==> src/rtl/dpot_spi_rx.sv <==
// dpot_spi_rx: SPI receiver standing in for the Pmod DPOT serial input.
// Oversamples nCS/SCLK/MOSI with clk_i and shifts in 8-bit frames MSB-first
// on SCLK rising edges. The wiper code is committed only when nCS returns
// high after exactly 8 bits. Any other bit count is reported as a frame error.
module dpot_spi_rx #(
   parameter logic [7:0] RESET_VALUE = 8'h80
) (
   input  logic       clk_i,
   input  logic       rst,
   input  logic       nCS,
   input  logic       SCLK,
   input  logic       MOSI,
   output logic [7:0] value,
   output logic       valid,
   output logic       frame_err,
   output logic       busy
);

   typedef enum logic [1:0] {
      ST_ARM,
      ST_IDLE,
      ST_RECV
   } state_t;

   state_t      r_state;
   state_t      w_next_state;

   logic        r_ncs_s1, r_ncs_s2, r_ncs_h;
   logic        r_sclk_s1, r_sclk_s2, r_sclk_h;
   logic        r_mosi_s1, r_mosi_s2;
   logic [1:0]  r_prime;
   logic [7:0]  r_shift;
   logic [3:0]  r_count;

   logic        w_ncs_fall, w_ncs_rise, w_sclk_rise;
   logic        w_start, w_shift, w_commit, w_discard;

   // Edge detection compares the second synchronizer stage with its history flop.
   // MOSI is taken from the same stage depth, so it stays aligned with SCLK.
   assign w_ncs_fall  =  r_ncs_h  & ~r_ncs_s2;
   assign w_ncs_rise  = ~r_ncs_h  &  r_ncs_s2;
   assign w_sclk_rise = ~r_sclk_h &  r_sclk_s2;

   assign busy = (r_state == ST_RECV);

   // Two-flop synchronizers plus history flops. nCS idles high and SCLK/MOSI idle low.
   // NOTE: sequential state is written only with non-blocking assignments,
   // so every flop samples its pre-edge inputs regardless of statement order.
   always_ff @(posedge clk_i) begin
      if (rst) begin
         r_ncs_s1  <= 1'b1;
         r_ncs_s2  <= 1'b1;
         r_ncs_h   <= 1'b1;
         r_sclk_s1 <= 1'b0;
         r_sclk_s2 <= 1'b0;
         r_sclk_h  <= 1'b0;
         r_mosi_s1 <= 1'b0;
         r_mosi_s2 <= 1'b0;
      end else begin
         r_ncs_s1  <= nCS;
         r_ncs_s2  <= r_ncs_s1;
         r_ncs_h   <= r_ncs_s2;
         r_sclk_s1 <= SCLK;
         r_sclk_s2 <= r_sclk_s1;
         r_sclk_h  <= r_sclk_s2;
         r_mosi_s1 <= MOSI;
         r_mosi_s2 <= r_mosi_s1;
      end
   end

   // State register, plus a short post-reset priming count. The synchronizers
   // reset to nCS = 1, so ARM must wait until the real pin level has flushed
   // through before trusting "nCS high". Otherwise a frame that was in progress
   // at reset release would be accepted.
   always_ff @(posedge clk_i) begin
      if (rst) begin
         r_state <= ST_ARM;
         r_prime <= 2'd0;
      end else begin
         r_state <= w_next_state;
         if (r_state == ST_ARM && r_prime != 2'd2)
            r_prime <= r_prime + 2'd1;
      end
   end

   // Next-state and datapath strobes. When nCS rises, that edge takes priority
   // over an SCLK rise detected in the same cycle.
   // NOTE: every signal gets a default before the case, so no path leaves
   // one unassigned and no latch is inferred.
   always_comb begin
      w_next_state = r_state;
      w_start      = 1'b0;
      w_shift      = 1'b0;
      w_commit     = 1'b0;
      w_discard    = 1'b0;
      case (r_state)
         ST_ARM: begin
            if (r_prime == 2'd2 && r_ncs_s2)
               w_next_state = ST_IDLE;
         end
         ST_IDLE: begin
            if (w_ncs_fall) begin
               w_next_state = ST_RECV;
               w_start      = 1'b1;
            end
         end
         ST_RECV: begin
            if (w_ncs_rise) begin
               w_next_state = ST_IDLE;
               if (r_count == 4'd8)
                  w_commit = 1'b1;
               else
                  w_discard = 1'b1;
            end else if (w_sclk_rise) begin
               w_shift = 1'b1;
            end
         end
         default: w_next_state = ST_ARM;
      endcase
   end

   // Shift register and bit counter. The counter saturates at 9, so 9 means
   // "more than 8 bits". Outputs are registered here as well.
   always_ff @(posedge clk_i) begin
      if (rst) begin
         r_shift   <= 8'h00;
         r_count   <= 4'd0;
         value     <= RESET_VALUE;
         valid     <= 1'b0;
         frame_err <= 1'b0;
      end else begin
         valid     <= w_commit;
         frame_err <= w_discard;
         if (w_commit)
            value <= r_shift;
         if (w_start) begin
            r_shift <= 8'h00;
            r_count <= 4'd0;
         end else if (w_shift) begin
            r_shift <= {r_shift[6:0], r_mosi_s2};
            if (r_count != 4'd9)
               r_count <= r_count + 4'd1;
         end
      end
   end

endmodule

==> config.mk <==
export PLATFORM = sky130hd
export DESIGN_NAME = dpot_spi_rx
export DESIGN_NICKNAME = d
export VERILOG_FILES = /design/src/rtl/dpot_spi_rx.sv
export SDC_FILE = /design/constraint.sdc
export NUM_CORES = 1
export LEC_CHECK = 0
export ABC_CLOCK_PERIOD_IN_PS = 1940
export CAP_MARGIN = 20
export CELL_PAD_IN_SITES_DETAIL_PLACEMENT = 0
export CELL_PAD_IN_SITES_GLOBAL_PLACEMENT = 1
export CORE_AREA = 2 2 59 61
export DETAILED_ROUTE_END_ITERATION = 6
export DIE_AREA = 0 0 61 63
export PLACE_DENSITY_LB_ADDON = 0.05
export SLEW_MARGIN = 20
export SYNTH_ARGS = -nofsm -noshare
export SYNTH_HDL_FRONTEND = slang
export SYNTH_SLANG_ARGS = --single-unit
export TNS_END_PERCENT = 30
==> constraint.sdc <==
create_clock -name clk_i -period 1.94 [get_ports clk_i]
set_input_delay 0.388 -clock clk_i [delete_from_list [all_inputs] [get_ports clk_i]]
set_output_delay 0.388 -clock clk_i [all_outputs]
set_load 0.01 [all_outputs]
==> impl_metrics.tcl, run 1 <==
set metrics [dict create \
    critical_path.startpoint_type "register" \
    cp.arrival_ns 1.90 \
    synth_top_area_cell "dfxtp_1" \
    dieArea_sq_mm 0.00384 \
    synth_flop_cell "dfxtp_1" \
    nets 153 \
    fmax_ghz 0.600 \
    status "complete, no violations" \
    die_w_um 61 \
    worst_clock_skew_ns 0.0116 \
    cp_max_fo 9 \
    grt.overflow.total 0 \
    synth.yosys.seq_area_share 0.534 \
    postSynthCellCount 124 \
    place_hpwl_um 1500 \
    finalSetupTns_ns 0 \
    cts.clk_slew.worst_paths_ns 0.10 \
    cts.path.max_buffers 2 \
    post_cts_buffers 0 \
    p_sw_mw 0.301 \
    min_period_ns 1.67 \
    synth_fp_nets 133 \
    combPwrFrac 0.102 \
    maxCapViolations 0 \
    netlist_area_sq_mm 0.00127 \
    synth_warnings 0 \
    clock_sinks 34 \
    period_share 0.859 \
    wl_per_cell_um 11.0 \
    viasPerCell 4.47 \
    antenna_found_initial 0 \
    grt.total_usage 0.130 \
    async_flop_share 0 \
    via_count 849 \
    hold_viol_final 0 \
    ys_ff_latch 34 \
    finish.utilization 0.473 \
    numPortBuffers 15 \
    grt_pass1_vias 866 \
    n_antenna_cell 0 \
    drt_iter0_drc 16 \
    drive_above_1_share 0.118 \
    totalWireLength_um 2100 \
    synth_cell_types 29 \
    dr.pass1.iters 4 \
    chipHeight_um 63 \
    avgSynthCellArea_sq_um 10.3 \
    htreeDepth 2 \
    core_sq_mm 0.00323 \
    clkPwrFrac 0.289 \
    fill_cells 312 \
    io_pins 16 \
    rsz0062_at_grt "no" \
    synth_top_area_frac 0.534 \
    p_leak_nw 0.707 \
    cts_tree "yes" \
    clockRootBuffer "clkbuf_4" \
    intPower_mw 0.925 \
    cts-buffers-inserted 5 \
    drv_slew 0 \
    hp-class "register to register" \
    yosys-top-cells-area "dfxtp_1, mux2i_1, nor2_1, ha_1, nor2b_1" \
    design_area_sq_mm 0.00153 \
    final_cells 190 \
    area_growth_pct 19.9 \
    grt_start_max_net_pins 13 \
    max_slew_margin 0.715 \
    post_dp_cell_area_sq_mm 0.00148 \
    grt_pass1_wl_um 3570 \
    rows 21 \
    critical_path_class "register to register" \
    cp-end-kind "register" \
    drtAntennaViolNets 0 \
    start_util 0.395 \
    tightest_slew_ns 0.428 \
    switching_share 0.245 \
    worstSkewPairLatency_ns 0.33 \
    finalSetupViolCount 0 \
    required_ns 2.17 \
    reg2reg_slack_ns 0.27 \
    power.density_mw_per_mm2 802 \
    ir_drop_mv 0.515 \
    routabilityCongestion 0.763 \
    synth_edf_count 0 \
    dp.cells 183 \
    power_frac_seq 0.609 \
    drc 0 \
]
-- layout make-up --
type / instances / area (sq um) / share of cell area
timing repair buffer: 18 / 175 / 0.115
tap: 46 / 57.6 / 0.0376
inverter: 4 / 15.0 / 0.00982
clock inverter: 2 / 10.0 / 0.00655
multi-input combinational: 81 / 552 / 0.361
clock buffer: 5 / 37.5 / 0.0245
sequential: 34 / 682 / 0.446
-- cells by family after synthesis --
| group | synth area share |
|---|---|
| buffers and inverters | 0.0343 |
| DFF | 0.534 |
| xor gates and xnor gates | 0.0206 |
| muxes | 0.133 |
| AOI/OAI and AO/OA | 0.0393 |
| and+or+nand+nor | 0.199 |
| adders and majority gates | 0.0393 |
-- sequential cells by signal (all words and copies together), names as in the netlist --
name       cells
r_state        2
valid          1
r_sclk_s2      1
r_count        4
r_mosi_s2      1
r_shift        8
r_prime        2
r_ncs_h        1
value          8
frame_err      1
r_sclk_h       1
r_ncs_s1       1
r_mosi_s1      1
r_sclk_s1      1
r_ncs_s2       1
-- cell usage after synthesis (all sizes together), types with 3 or more instances --
cell type  number
ha              4
dfxtp          34
inv             4
nor2           25
or2             4
mux2i          17
nor2b           6
buf             3
-- placed cells by master (no fill, tap or decap), drive strengths merged, types with 2 or more instances in the layout --
cell type / n
clkbuf: 5
nand4: 2
nor2b: 6
clkinv: 2
dfxtp: 34
or2: 4
nand2b: 2
mux2i: 17
a21oi: 2
clkdlybuf4s50: 14
inv: 4
nand2: 2
buf: 3
ha: 4
nor3: 2
xnor2: 2
nor2: 25
-- power by group through the flow --
stage | combinational (mW) | sequential (mW) | clock, mW
floorplan | 0.0984 | 0.759 | 0
global placement | 0.123 | 0.762 | 0
detailed placement | 0.127 | 0.763 | 0
CTS | 0.129 | 0.746 | 0.379
global route | 0.148 | 0.751 | 0.409
finish | 0.126 | 0.746 | 0.354
-- metrics by stage --
| step | setup slack, ns | hold slack, ns | total power [mW] |
|---|---|---|---|
| after floorplan | 0.448 | 0.389 | 0.857 |
| after detailed placement | 0.265 | 0.409 | 0.890 |
| final | 0.273 | 0.428 | 1.23 |
| after global routing | 0.156 | 0.445 | 1.31 |
| after global placement | 0.304 | 0.392 | 0.884 |
| after CTS | 0.0161 | 0.433 | 1.25 |
-- layer usage --
metal / wire length, um / share of wire / global-route usage
met1: 1050 / 0.50 / 0.143
met2: 939 / 0.45 / 0.200
met3: 86 / 0.041 / 0.0683
met4: 23 / 0.011 / 0.0652
met5: 0 / 0 / 0
-- final timing paths --
path              depth (start not counted)       start        to
hold / removal                            1    r_ncs_s1  r_ncs_s2
setup / recovery                          5  r_count[0]  value[7]
setup reg to reg                          5  r_count[0]  value[7]
hold reg to reg                           1    r_ncs_s1  r_ncs_s2
-- worst max-delay path, cell delays in order (launching register included) --
cell	delay (ns)
dfxtp_1	0.35
inv_1	0.10
ha_1	0.15
nand2_1	0.07
or3_1	0.56
a211o_1	0.35
-- repair_timing --
item	CTS	global route
endpoints found under the setup margin	1	1
endpoints found under the hold margin	0	0
cloned	0	0
hold buffers	0	0
gates resized for setup	1	2
pin swaps	0	0
No activity file was read; power rests on OpenSTA's default activity.
==> run 2, diff against run 1 <==
--- a/config.mk
+++ b/config.mk
@@ -11,5 +11,6 @@
 export CELL_PAD_IN_SITES_GLOBAL_PLACEMENT = 1
-export CORE_AREA = 2 2 59 61
+export CORE_AREA = 2 2 56 58
 export DETAILED_ROUTE_END_ITERATION = 6
-export DIE_AREA = 0 0 61 63
+export DIE_AREA = 0 0 58 60
+export DONT_BUFFER_PORTS = 1
 export PLACE_DENSITY_LB_ADDON = 0.05
==> constraint.sdc (replaced) <==
create_clock -name clk_i -period 1.94 [get_ports clk_i]
set_input_delay 0.194 -clock clk_i [delete_from_list [all_inputs] [get_ports clk_i]]
set_output_delay 0.194 -clock clk_i [all_outputs]
set_load 0.01 [all_outputs]
==> run 2 against run 1 <==
Compared with the run above:
- clock-buffer cell count grew 1
- largest cell class unchanged
- clock power grew 47%
- first-iteration DRC count grew to 2.6 times the previous value
==> impl_metrics.tcl, run 2 (synthesis results as in run 1) <==
set metrics [dict create \
    finalSetupTns_ns 0 \
    htreeDepth 2 \
    maxCapViolations 0 \
    critical_path_class "register to register" \
    totalWireLength_um 2130 \
    post_cts_buffers 0 \
    cp-end-kind "register" \
    finish.utilization 0.488 \
    critical_path.startpoint_type "register" \
    cp.arrival_ns 1.90 \
    drtAntennaViolNets 0 \
    cts_tree "yes" \
    dr.pass1.iters 4 \
    max_slew_margin 0.474 \
    period_share 0.863 \
    cts-buffers-inserted 5 \
    grt.total_usage 0.140 \
    nets 140 \
    start_util 0.439 \
    fmax_ghz 0.597 \
    drt_iter0_drc 42 \
    required_ns 2.17 \
    cts.path.max_buffers 2 \
    io_pins 16 \
    clockRootBuffer "clkbuf_4" \
    grt_pass1_wl_um 3500 \
    busiest_layer "met2" \
    wl_per_cell_um 13.0 \
    met2_usage 0.206 \
    post_cts_resized 0 \
    drc 0 \
    clock_sinks 34 \
    numPortBuffers 0 \
    p_leak_nw 0.655 \
    tightest_slew_ns 0.786 \
    cts.clk_slew.worst_paths_ns 0.10 \
    chipHeight_um 60 \
    grt_pass1_vias 779 \
    worstSkewPairLatency_ns 0.33 \
    dieArea_sq_mm 0.00348 \
    grt.met1_usage 0.166 \
    most-common-layout-cells "dfxtp_1, nor2_1, mux2i_1" \
    status "complete, no violations" \
    routabilityCongestion 0.742 \
    viasPerCell 5.12 \
    cp_max_fo 9 \
    grt.overflow.total 0 \
    drive_above_1_share 0.0992 \
    grt_start_max_net_pins 23 \
    top_regs "r_shift (8), value (8), r_count (4)" \
    ir_drop_mv 1.00 \
    antenna_found_initial 0 \
    met3_usage 0.0519 \
    area_growth_pct 11.1 \
    die_w_um 58 \
    place_hpwl_um 1400 \
    min_period_ns 1.67 \
    worst_clock_skew_ns 0.00922 \
    power.density_mw_per_mm2 979 \
    finalSetupViolCount 0 \
    fill_cells 268 \
    rsz0062_at_grt "no" \
    n_antenna_cell 0 \
    core_sq_mm 0.00290 \
    hold_viol_final 0 \
    via_count 839 \
    layout_commonest_cell "dfxtp_1" \
    postCtsHoldBufs 4 \
    drv_slew 0 \
    rows 20 \
    hp-class "primary input to register" \
]
==> run 2: cell count changes in the layout (fill, tap and decap cells not counted), sizes merged <==
cell / previous run / this run
clkdlybuf4s50: 14 / 0
dlygate4sd3: 0 / 4
buf: 3 / 1
clkinv: 2 / 0
bufinv: 0 / 1
clkbuf: 5 / 6
dlymetal6s2s: 1 / 0
==> run 2: layout make-up <==
type,count,area (sq um),share of cell area
multi-input combinational,81,551,0.389
timing repair buffer,5,47.5,0.0336
inverter,4,15.0,0.0106
clock buffer,6,51.3,0.0362
clock inverter,1,30.0,0.0212
tap,33,41.3,0.0292
sequential,34,681,0.481
==> run 2: final timing paths <==
kind | startpoint | to | slack [ns] | cells past startpoint
setup / recovery | r_count[0] | value[7] | 0.27 | 5
hold / removal | rst | r_shift[5] | 0.22 | 2
setup reg to reg | r_count[0] | value[7] | 0.27 | 5
hold reg to reg | r_ncs_s1 | r_ncs_s2 | 0.42 | 1
==> run 2: where the power goes <==
part | internal (mW) | switching [mW] | leakage (nW)
sequential | 0.728 | 0.0179 | 0.276
combinational | 0.0616 | 0.0575 | 0.335
clock | 0.300 | 0.221 | 0.0443
total | 1.09 | 0.297 | 0.655
==> run 2: metal layers <==
| metal | part of all wire | routed length (um) |
|---|---|---|
| met5 | 0 | 0 |
| met1 | 0.46 | 982 |
| met4 | 0.012 | 25 |
| met2 | 0.47 | 1000 |
| met3 | 0.056 | 119 |
==> run 2: metrics by stage <==
step	std cells	setup slack, ns	instance area [sq um]	hold slack (ns)	total power, mW
finish	164	0.266	1420	0.218	1.39
global route	164	0.160	1420	0.224	1.45
CTS	164	0.264	1420	0.211	1.41
detailed placement	153	0.270	1290	0.270	0.868
global placement	153	0.306	1290	0.268	0.865
floorplan	124	0.448	1270	0.266	0.857
==> run 2: worst max-delay path: stages (launching register included) <==
cell and delay (ns):
dfxtp_1 0.34, inv_1 0.10, ha_1 0.14, nand2_1 0.07, or3_1 0.57, a211o_1 0.36
